==> src/rtl/mem_initiator_pkg.sv <==
// Shared types for the Phaethon RAM initiator: FSM encoding, default timeout,
// and the layout of a queued core command.
package mem_initiator_pkg;

    typedef enum logic [1:0] {
        ST_IDLE  = 2'd0,
        ST_ISSUE = 2'd1,
        ST_WAIT  = 2'd2,
        ST_RESP  = 2'd3
    } state_e;

    localparam int DEFAULT_TIMEOUT = 16;

    // One queued command is {write, address, data}, write in the MSB.
    localparam int CMD_W         = 65;
    localparam int CMD_DATA_LSB  = 0;
    localparam int CMD_ADDR_LSB  = 32;
    localparam int CMD_WRITE_BIT = 64;

    typedef struct packed {
        logic        write;
        logic [31:0] address;
        logic [31:0] data;
    } cmd_t;

endpackage

==> src/rtl/mem_cmd_fifo.sv <==
// Synchronous command FIFO with occupancy count; push is refused when full
// and pop is ignored when empty, so callers may request either unconditionally.
module mem_cmd_fifo #(
    parameter int WIDTH = 8,
    parameter int DEPTH = 2
) (
    input  logic                     clk_i,
    input  logic                     rst_i,
    input  logic                     push_i,
    input  logic [WIDTH-1:0]         data_i,
    input  logic                     pop_i,
    output logic [WIDTH-1:0]         data_o,
    output logic                     full_o,
    output logic                     empty_o,
    output logic [$clog2(DEPTH):0]   count_o
);

    localparam int AW = $clog2(DEPTH);

    logic [WIDTH-1:0] mem_q [DEPTH];
    logic [AW-1:0]    wr_ptr_q, wr_ptr_d;
    logic [AW-1:0]    rd_ptr_q, rd_ptr_d;
    logic [AW:0]      count_q, count_d;
    logic             do_push, do_pop;

    assign full_o  = (count_q == (AW+1)'(DEPTH));
    assign empty_o = (count_q == '0);
    assign count_o = count_q;
    assign data_o  = mem_q[rd_ptr_q];

    assign do_push = push_i && !full_o;
    assign do_pop  = pop_i && !empty_o;

    // Pointers are power-of-two wide, so the natural overflow is the wrap.
    always_comb begin
        wr_ptr_d = wr_ptr_q;
        rd_ptr_d = rd_ptr_q;
        count_d  = count_q;
        if (do_push) begin
            wr_ptr_d = wr_ptr_q + AW'(1);
        end
        if (do_pop) begin
            rd_ptr_d = rd_ptr_q + AW'(1);
        end
        case ({do_push, do_pop})
            2'b10:   count_d = count_q + (AW+1)'(1);
            2'b01:   count_d = count_q - (AW+1)'(1);
            default: count_d = count_q;
        endcase
    end

    always_ff @(posedge clk_i or posedge rst_i) begin
        if (rst_i) begin
            wr_ptr_q <= '0;
            rd_ptr_q <= '0;
            count_q  <= '0;
        end else begin
            wr_ptr_q <= wr_ptr_d;
            rd_ptr_q <= rd_ptr_d;
            count_q  <= count_d;
        end
    end

    always_ff @(posedge clk_i) begin
        if (do_push) begin
            mem_q[wr_ptr_q] <= data_i;
        end
    end

endmodule

==> src/rtl/mem_initiator.sv <==
// Issues queued core load/store commands to the RAM responder one at a time,
// waits for the matching ack or a timeout, and returns a one-cycle response.
module mem_initiator
    import mem_initiator_pkg::*;
#(
    parameter int FIFO_DEPTH = 2,
    parameter int TIMEOUT    = DEFAULT_TIMEOUT
) (
    input  logic                          clk,
    input  logic                          reset,
    input  logic                          cmdValid,
    output logic                          cmdReady,
    input  logic                          cmdWrite,
    input  logic [31:0]                   cmdAddress,
    input  logic [31:0]                   cmdData,
    output logic                          rspValid,
    output logic [31:0]                   rspData,
    output logic                          rspError,
    output logic [31:0]                   ramAddress,
    output logic [31:0]                   ramOut,
    output logic                          readReq,
    output logic                          writeReq,
    input  logic [31:0]                   ramValue,
    input  logic                          readAck,
    input  logic                          writeAck,
    output logic [1:0]                    dbgState,
    output logic [$clog2(FIFO_DEPTH):0]   dbgCount
);

    localparam int CNT_W = $clog2(TIMEOUT + 1);
    localparam int PTR_W = $clog2(FIFO_DEPTH);

    state_e             state_q, state_d;
    logic               write_q, write_d;
    logic [31:0]        ram_address_q, ram_address_d;
    logic [31:0]        ram_out_q, ram_out_d;
    logic               read_req_q, read_req_d;
    logic               write_req_q, write_req_d;
    logic               rsp_valid_q, rsp_valid_d;
    logic [31:0]        rsp_data_q, rsp_data_d;
    logic               rsp_error_q, rsp_error_d;
    logic [CNT_W-1:0]   cnt_q, cnt_d;

    logic [CMD_W-1:0]   fifo_din, fifo_dout;
    cmd_t               head;
    logic               fifo_push, fifo_pop, fifo_full, fifo_empty;
    logic [PTR_W:0]     fifo_count;
    logic               ack_match;

    // Handshake: a command transfers on a rising edge where cmdValid and
    // cmdReady are both high; cmdReady reflects registered occupancy only, so
    // a full queue refuses even when the head is popped in that same cycle.
    assign cmdReady  = !fifo_full;
    assign fifo_push = cmdValid && !fifo_full;

    always_comb begin
        fifo_din = '0;
        fifo_din[CMD_WRITE_BIT]      = cmdWrite;
        fifo_din[CMD_ADDR_LSB +: 32] = cmdAddress;
        fifo_din[CMD_DATA_LSB +: 32] = cmdData;
    end

    assign head = cmd_t'(fifo_dout);

    mem_cmd_fifo #(
        .WIDTH (CMD_W),
        .DEPTH (FIFO_DEPTH)
    ) u_fifo (
        .clk_i   (clk),
        .rst_i   (reset),
        .push_i  (fifo_push),
        .data_i  (fifo_din),
        .pop_i   (fifo_pop),
        .data_o  (fifo_dout),
        .full_o  (fifo_full),
        .empty_o (fifo_empty),
        .count_o (fifo_count)
    );

    assign ack_match = write_q ? writeAck : readAck;

    always_comb begin
        state_d       = state_q;
        write_d       = write_q;
        ram_address_d = ram_address_q;
        ram_out_d     = ram_out_q;
        read_req_d    = 1'b0;
        write_req_d   = 1'b0;
        rsp_valid_d   = 1'b0;
        rsp_data_d    = rsp_data_q;
        rsp_error_d   = rsp_error_q;
        cnt_d         = cnt_q;
        fifo_pop      = 1'b0;

        case (state_q)
            ST_IDLE: begin
                if (!fifo_empty) begin
                    fifo_pop      = 1'b1;
                    write_d       = head.write;
                    ram_address_d = head.address;
                    ram_out_d     = head.data;
                    read_req_d    = !head.write;
                    write_req_d   = head.write;
                    state_d       = ST_ISSUE;
                end
            end
            ST_ISSUE: begin
                cnt_d   = '0;
                state_d = ST_WAIT;
            end
            ST_WAIT: begin
                if (ack_match) begin
                    rsp_valid_d = 1'b1;
                    rsp_data_d  = write_q ? 32'h0 : ramValue;
                    rsp_error_d = 1'b0;
                    state_d     = ST_RESP;
                end else if (cnt_q == CNT_W'(TIMEOUT)) begin
                    // Abandon: any ack that shows up later lands outside WAIT.
                    rsp_valid_d = 1'b1;
                    rsp_data_d  = 32'h0;
                    rsp_error_d = 1'b1;
                    state_d     = ST_RESP;
                end else begin
                    cnt_d = cnt_q + CNT_W'(1);
                end
            end
            ST_RESP: begin
                state_d = ST_IDLE;
            end
            default: begin
                state_d = ST_IDLE;
            end
        endcase
    end

    always_ff @(posedge clk or posedge reset) begin
        if (reset) begin
            state_q       <= ST_IDLE;
            write_q       <= 1'b0;
            ram_address_q <= '0;
            ram_out_q     <= '0;
            read_req_q    <= 1'b0;
            write_req_q   <= 1'b0;
            rsp_valid_q   <= 1'b0;
            rsp_data_q    <= '0;
            rsp_error_q   <= 1'b0;
            cnt_q         <= '0;
        end else begin
            state_q       <= state_d;
            write_q       <= write_d;
            ram_address_q <= ram_address_d;
            ram_out_q     <= ram_out_d;
            read_req_q    <= read_req_d;
            write_req_q   <= write_req_d;
            rsp_valid_q   <= rsp_valid_d;
            rsp_data_q    <= rsp_data_d;
            rsp_error_q   <= rsp_error_d;
            cnt_q         <= cnt_d;
        end
    end

    assign ramAddress = ram_address_q;
    assign ramOut     = ram_out_q;
    assign readReq    = read_req_q;
    assign writeReq   = write_req_q;
    assign rspValid   = rsp_valid_q;
    assign rspData    = rsp_data_q;
    assign rspError   = rsp_error_q;
    assign dbgState   = state_q;
    assign dbgCount   = fifo_count;

endmodule

==> config.mk <==
export PLATFORM = sky130hd
export DESIGN_NAME = mem_initiator
export DESIGN_NICKNAME = d
export VERILOG_FILES = /design/src/rtl/mem_initiator_pkg.sv /design/src/rtl/mem_cmd_fifo.sv /design/src/rtl/mem_initiator.sv
export SDC_FILE = /design/constraint.sdc
export NUM_CORES = 1
export LEC_CHECK = 0
export BUFFER_PORTS_ARGS = -buffer_cell sky130_fd_sc_hd__buf_4
export CAP_MARGIN = 40
export CORE_MARGIN = 2
export CORE_UTILIZATION = 58
export DETAILED_ROUTE_END_ITERATION = 6
export GPL_TIMING_DRIVEN = 0
export PLACE_DENSITY = 0.84
export SYNTH_ARGS = -nofsm -noshare
export SYNTH_HDL_FRONTEND = slang
export SYNTH_HIERARCHICAL = 1
export SYNTH_SLANG_ARGS = --single-unit
==> constraint.sdc <==
create_clock -name clk -period 6.05 [get_ports clk]
set_input_delay 0.605 -clock clk [delete_from_list [all_inputs] [get_ports clk]]
set_output_delay 0.605 -clock clk [all_outputs]
set_load 0.05 [all_outputs]
==> results by group, run 1 <==
Worst setup path
  – Reg2Reg Depth: 10
  – CP Launch Type: flop
  – Critical path type: reg2reg
  – Critical Path RT: 6.47 ns
  – R2R Setup Slk: 3.67 ns
  – Reg-to-Reg Start: dbgState[1]
  – Crit path max fanout: 10
  – Worst EP arrival: 2.80 ns
  – Critical path cell sequence: inv_1 -> ha_1 -> nor2b_1 -> buf_2 -> buf_4 -> buf_6 -> nor2b_1 -> ha_1 -> nor2_1 -> xor2_1
  – R2r endpoint: u_fifo/count_o[1]
  – Crit-path max cell delay: 0.41 ns
  – Crit. End Element: flop
  – Slowest cell on the critical path: dfrtp_1

Clock network
  – Clock-pin transition on the worst setup and hold timing paths: 0.06 ns
  – CTS Root Cell: clkbuf_16
  – H-Tree Depth: 1
  – CTS max path bufs: 3
  – Post-CTS sizing: 0
  – Num CTS Buffers: 25
  – CTS Sinks: roughly 240
  – Postcts setup bufs: 0
  – CTS tree: built
  – Clock Latency Late Sink: 0.52 ns

Routing
  – Initial DRC count: ~250
  – DRC viols: 0
  – Initial DRT Pass Iterations: 4
  – Via Count: roughly 5.5k
  – Total Wirelength: approximately 19 mm
  – Via density: roughly 5.3
  – Post-route ant nets: 0
  – Mean routed wirelength per cell: 18.9 um

Cells and area
  – Non-Filler Instances: 1031
  – Area Overhead vs Synth: 30.0%
  – Sequential cell area: about 0.0067 mm^2
  – Nets: 904
  – Fillcell total: 933
  – Diode count: 0
  – Area of the multi-input gates: 0.00237 mm^2
  – Share of cells above drive strength 1: 50.3%

Logic synthesis
  – Seq/Total Area, Yosys: a little under three quarters
  – Syn Nets: 666
  – Most frequent cell after synthesis: edfxtp_1
  – Top_reg_cell synth: edfxtp_1
  – Commonest cells post-synth: edfxtp_1 (130), dfrtp_1 (112), mux2_2 (91), inv_1 (43), mux2_4 (41)
  – Gate Count Post-Synth: 558
  – Post-synth ARST share: 46.3%
  – Synth Area per Inst: 16.8 um^2
  – Top cell type by total area after synthesis: edfxtp_1
  – Post-synth EDFFs: 130
  – Top cell type's share of synthesized area: approximately two fifths
  – Yosys warnings: 6
  – Top post-synthesis cells by area: edfxtp_1 (42%), dfrtp_1 (30%), mux2_2 (11%)
  – Synthesis-stage register bit count: between 200 and 250
  – Netlist cell types: 37
  – Mapped cell area: 0.00940 mm^2

Floorplan
  – Total core area: roughly 0.016 mm^2
  – Rows: 46
  – Die H: approximately 130 um
  – Ports: around 210
  – Die area: 0.0172 mm^2
  – Chip width: 131 um
  – Initial Util: about three fifths

Global routing
  – First-pass GRT wire length: between 30 and 40 mm
  – Global route total overflow: 0
  – Via count of the first global-routing pass: roughly 6.0k
  – Total track usage: a little under a quarter
  – Initial antenna violation count: 0
  – Largest net degree at the start of global routing: 62

STA
  – Post-Route Setup TNS: 0 ns
  – Slew Viols, Final: 0
  – Worst-Margin Slew: between 0.6 and 0.7 ns
  – Slew margin rel.: 54.5%
  – Tcrit/Tclk final: 39.4%
  – Worst hold margin: 0.271 ns
  – Fmax achieved: 420 MHz
  – Final hold vios: 0
  – Clock Skews: 0.0127 ns
  – RSZ-0062 raised after global routing: false
  – Setup-failing EPs final: 0
  – Final Critical Period: between 2 and 2.5 ns

Pwr
  – PwrDens: 622 mW/mm^2
  – Static leakage: 5.20 nW
  – Worst IR Drop VDD: 0.000348 V

Placed design
  – Post-DP HPWL: 13.4 mm
  – Placed Cells: 984
  – GPL Wtd Cong: 0.901
  – Port Buffers: 206

Hold path
  – Hold crit path type: in2reg
  – Min-delay src: cmdData[19]
  – Hold worst-path end: u_fifo/mem_q[0][19]
  – Hold Path Stages: 1

Run status
  – Status: completed

Job
  – Max cap viols: 0
-- flip-flops by register name, indices dropped and copies added (netlist names) --
signal,flops
dbgState,2
readReq,1
u_fifo/rd_ptr_q,1
rspData,32
ramAddress,32
rspValid,1
u_fifo/mem_q,130
ramOut,32
write_q,1
u_fifo/count_o,2
u_fifo/wr_ptr_q,1
rspError,1
cnt_q,5
writeReq,1
-- power by group --
group	internal (W)	switching, W	total [W]
Combinational	0.00129	0.00209	0.00338
Sequential	0.00234	0.000273	0.00261
Clock	0.000988	0.000611	0.00160
-- kinds of logic after synthesis --
group | Yosys count | synth area share [%]
buffers and inverters | 70 | 3.59
adders and majority gates | 6 | 0.799
and+or+nand+nor | 57 | 3.46
AOI/OAI and AO/OA | 44 | 2.65
muxes | 134 | 17.7
DFF | 242 | 71.4
xor gates and xnor gates | 5 | 0.466
-- metrics by stage --
stage / instance area (um^2) / util [%] / worst slack (ns) / power (W)
finish: 12200 / 76.9 / 3.67 / 0.00759
global route: 12200 / 76.9 / 3.46 / 0.00792
CTS: 12200 / 76.9 / 3.63 / 0.00766
detailed placement: 11300 / 71.3 / 3.67 / 0.00604
global placement: 11200 / 70.6 / 0.232 / 0.00588
floorplan: 9400 / - / 1.67 / 0.00500
-- how the worst max path moves through the flow --
| stage | from | to | depth (start not counted) |
|---|---|---|---|
| 2_1_floorplan | u_fifo/count_o[0] | u_fifo/mem_q[0][0] | 5 |
| 3_3_place_gp | cmdValid | u_fifo/mem_q[0][18] | 4 |
| 3_5_place_dp | dbgState[1] | u_fifo/count_o[1] | 10 |
| 4_1_cts | dbgState[1] | u_fifo/count_o[1] | 10 |
| 5_1_grt | dbgState[1] | u_fifo/count_o[1] | 10 |
| 6_report | dbgState[1] | u_fifo/count_o[1] | 10 |
-- worst max-delay path, delay by kind of cell, from the launching register on --
family,cells,cell delay [ns]
buffers and inverters,4,0.71
xor gates and xnor gates,1,0.18
and+or+nand+nor,3,0.51
adders and majority gates,2,0.48
DFF,1,0.41
-- layout by cell type, fill, tap and decap left out, drive strengths merged --
master	instances
o31ai	1
mux2	132
nand2	3
and2b	1
clkinvlp	2
or4	1
nand4bb	1
nor2b	4
dlygate4sd3	1
mux2i	2
nand2b	1
nor4bb	1
nor2	4
and3	1
o31a	1
inv	45
o22a	1
xnor2	3
o21ai	33
nor4	1
xor2	2
dfrtp	112
buf	229
ha	6
o311ai	1
nand3b	1
clkinv	8
and2	1
o211ai	3
a21oi	3
nand4	2
edfxtp	130
bufinv	5
nand3	35
a32oi	1
clkbuf	37
-- per-layer routing --
metal | global-route usage, % | vias up | wire length (um) | part of all wire [%]
met1 | 25.5 | 2743 | 7390 | 38
met4 | 6.76 | 0 | 485 | 2.5
li1 | - | 2499 | - | -
met3 | 6.02 | 37 | 1460 | 7.5
met5 | 0 | - | 0 | 0
met2 | 41.9 | 200 | 10100 | 52
-- final cells by class --
cell class                      count  area share, %
Sequential cell                   242           54.9
Multi-Input combinational cell    246           19.4
Timing Repair Buffer              211           13.6
Clock buffer                       29           5.33
Tap cell                          216           2.21
Clock inverter                     17           1.82
Buffer                             27           1.44
Inverter                           43           1.34
-- timing repair --
action / CTS / global route
hold buffers: 1 / 0
endpoints found under the setup margin: 0 / 0
endpoints found under the hold margin: 4 / 0
(Power assumes the default switching activity.)
==> inputs of run 2 (changes only) <==
--- a/config.mk
+++ b/config.mk
@@ -8,10 +8,10 @@
 export BUFFER_PORTS_ARGS = -buffer_cell sky130_fd_sc_hd__buf_4
 export CAP_MARGIN = 40
 export CORE_MARGIN = 2
-export CORE_UTILIZATION = 58
+export CORE_UTILIZATION = 49
 export DETAILED_ROUTE_END_ITERATION = 6
 export GPL_TIMING_DRIVEN = 0
-export PLACE_DENSITY = 0.84
+export PLACE_DENSITY = 0.76
 export SYNTH_ARGS = -nofsm -noshare
 export SYNTH_HDL_FRONTEND = slang
 export SYNTH_HIERARCHICAL = 1
==> constraint.sdc (replaced) <==
create_clock -name clk -period 1.9 [get_ports clk]
set_input_delay 0.19 -clock clk [delete_from_list [all_inputs] [get_ports clk]]
set_output_delay 0.19 -clock clk [all_outputs]
set_load 0.05 [all_outputs]
==> run 2 against run 1 <==
Via count increased by 8.8%. Cell count rose by 12%. Utilization shrank 6.3 points. Hold slack worse by 0.20 ns. Clock-buffer cell count is 3 higher. Critical path type unchanged. Largest cell class unchanged.
==> results by group, run 2 (synthesized netlist as in run 1, its figures left out) <==
Worst setup path
  – Critical path type: reg2reg
  – Crit. End Element: flop
  – R2R Setup Slk: 0.09 ns (-3.58 ns)
  – Worst EP arrival: 2.19 ns (-0.61 ns)
  – Critical Path RT: 2.29 ns (-4.18 ns)
  – CP Launch Type: flop
  – Crit path max fanout: 5 (-5)
  – Reg-to-Reg Start: u_fifo/count_o[0]
  – Reg2Reg Depth: 9 (-1)
  – R2r endpoint: u_fifo/count_o[1]

Clock network
  – CTS max path bufs: 3 (unchanged)
  – H-Tree Depth: 1 (unchanged)
  – Clock-pin transition on the worst setup and hold timing paths: 0.06 ns (about the same)
  – Num CTS Buffers: 25 (unchanged)
  – CTS Sinks: 242 (unchanged)
  – CTS tree: built
  – Clock Latency Late Sink: 0.52 ns (about the same)
  – CTS Root Cell: clkbuf_16

Global routing
  – Via count of the first global-routing pass: 6431 (+6.5%)
  – Largest net degree at the start of global routing: 39 (-37%)
  – First-pass GRT wire length: 33.3 mm (+7.0%)
  – Initial antenna violation count: 1 (+1)
  – Global route total overflow: 0 (unchanged)
  – Total track usage: 21.1% (-1.5 points)

Placed design
  – GPL Wtd Cong: 0.861 (-4.5%)
  – Port Buffers: 206 (unchanged)
  – Post-DP HPWL: 13.7 mm (+1.6%)

Cells and area
  – Biggest register: u_fifo/mem_q
  – Max reg flops: 130 (unchanged)
  – Share of cells above drive strength 1: 47.1% (-3.2 points)
  – Nets: 1009 (+12%)
  – Area Overhead vs Synth: 41.0%
  – Most common cell after layout, fill and taps aside: buf_4
  – Most frequent cells in the layout: buf_4 (213), edfxtp_1 (130), dfrtp_1 (108), dlygate4sd3_1 (98), mux2_2 (91)

STA
  – Post-Route Setup TNS: 0 ns (unchanged)
  – Slew Viols, Final: 0 (unchanged)
  – Worst-Margin Slew: 0.547 ns (-0.135 ns)
  – Final Critical Period: 1.81 ns (-0.574 ns)
  – Tcrit/Tclk final: 95.1% (+56 points)
  – Setup-failing EPs final: 0 (unchanged)
  – Clock Skews: 0.0230 ns (+0.0103 ns)
  – Fmax achieved: 553 MHz (+32%)
  – RSZ-0062 raised after global routing: false
  – Final hold vios: 0 (unchanged)
  – Slew margin rel.: 63.0% (+8.5 points)

Floorplan
  – Ports: 207 (unchanged)
  – Die H: 142 um (+8.5%)
  – Die area: 0.0203 mm^2 (+18%)
  – Initial Util: 50.1% (-9.1 points)
  – Chip width: 142 um (+8.5%)
  – Rows: 50 (+8.7%)
  – Total core area: 0.0188 mm^2 (+18%)

Hold path
  – Hold Path Stages: 3 (+2)
  – Hold crit path type: in2reg
  – Min-delay src: writeAck
  – Hold worst-path end: rspError

Routing
  – Post-route ant nets: 0 (unchanged)
  – Post-Route M1 WL: 8.40 mm (+14%)
  – DRC viols: 0 (unchanged)
  – Mean routed wirelength per cell: 18.8 um (-0.41%)
  – Via Count: 5959 (+8.8%)
  – Met3 WL: 1.25 mm (-14%)
  – Via density: 5.16 (-2.9%)
  – Initial DRC count: 323 (+29%)
  – Initial DRT Pass Iterations: 4 (unchanged)
  – Total Wirelength: 21.7 mm (+12%)
  – Top Layer Used: met4
  – WL met2: 11.6 mm (+15%)

Pwr
  – Worst IR Drop VDD: 0.00117 V (+240%)
  – Pwr Total: 0.0241 W (+220%)
  – Static leakage: 5.61 nW (+7.9%)
  – PwrDens: 1820 mW/mm^2 (+190%)

Job
  – Max cap viols: 0 (unchanged)

Run status
  – Status: completed
[run 2: cell types whose count changed in the layout (fill, tap and decap cells not counted), sizes merged]
cell,previous run,this run
clkinv,8,11
diode,0,1
buf,229,236
clkbuf,37,40
dlygate4sd3,1,98
bufinv,5,0
clkinvlp,2,1
and3,1,2
[run 2: metal layers]
metal  vias to the layer above  GRT usage [%]
li1                       2718              -
met3                        36           3.77
met4                         0           6.25
met1                      2973           24.0
met2                       232           40.1
met5                         -              0
[run 2: timing repair]
item | in CTS | in global routing
gates resized for setup | 6 | 4
cloned | 1 | 0
hold endpoints to repair | 219 | 0
pin swaps | 2 | 2
setup endpoints to repair | 91 | 49
setup buffers | 3 | 3
hold buffers | 98 | 0
[run 2: cell type report]
class	instances	area (um^2)
inverters	43	165
well taps	234	293
diodes	1	2.50
multi-input cells	247	2440
clock buffers	32	672
fillers	1151	5520
flip-flops and latches	242	6710
plain buffers	26	184
clock inverters	14	88.8
repair buffers	316	2700
[run 2: how the worst max path moves through the flow]
stage	slack [ns]	to	start
after floorplan	-0.50	u_fifo/mem_q[0][0]	u_fifo/count_o[0]
after global placement	-0.90	u_fifo/mem_q[0][21]	u_fifo/count_o[0]
after detailed placement	-0.41	u_fifo/count_o[1]	u_fifo/count_o[0]
after CTS	-0.02	u_fifo/count_o[1]	dbgState[0]
after global routing	0.03	u_fifo/count_o[1]	u_fifo/count_o[0]
final	0.09	u_fifo/count_o[1]	u_fifo/count_o[0]
[run 2: metrics by stage]
stage	cell area, um^2	utilization, %	instances	setup slack [ns]	hold WS, ns
global placement	11300	60.2	998	-0.898	0.106
CTS	13200	70.3	1151	-0.0204	0.0473
global route	13200	70.6	1155	0.0290	0.0661
floorplan	9450	-	558	-0.496	-0.0441
detailed placement	11400	60.8	1004	-0.410	0.119
finish	13200	70.6	1155	0.0932	0.0670
[run 2: critical path, stage by stage (launching register included)]
cell,delay (ns)
dfrtp_2,0.46
nor2_4,0.22
nor2b_4,0.05
buf_4,0.16
buf_12,0.12
nor2b_4,0.13
ha_4,0.16
xnor2_1,0.18
nor2_2,0.05
xor2_1,0.14
[run 2: power by group]
group          total [W]  internal (W)  switching (W)
Combinational     0.0112       0.00441        0.00682
Clock            0.00447       0.00253        0.00194
Sequential       0.00837       0.00746       0.000908
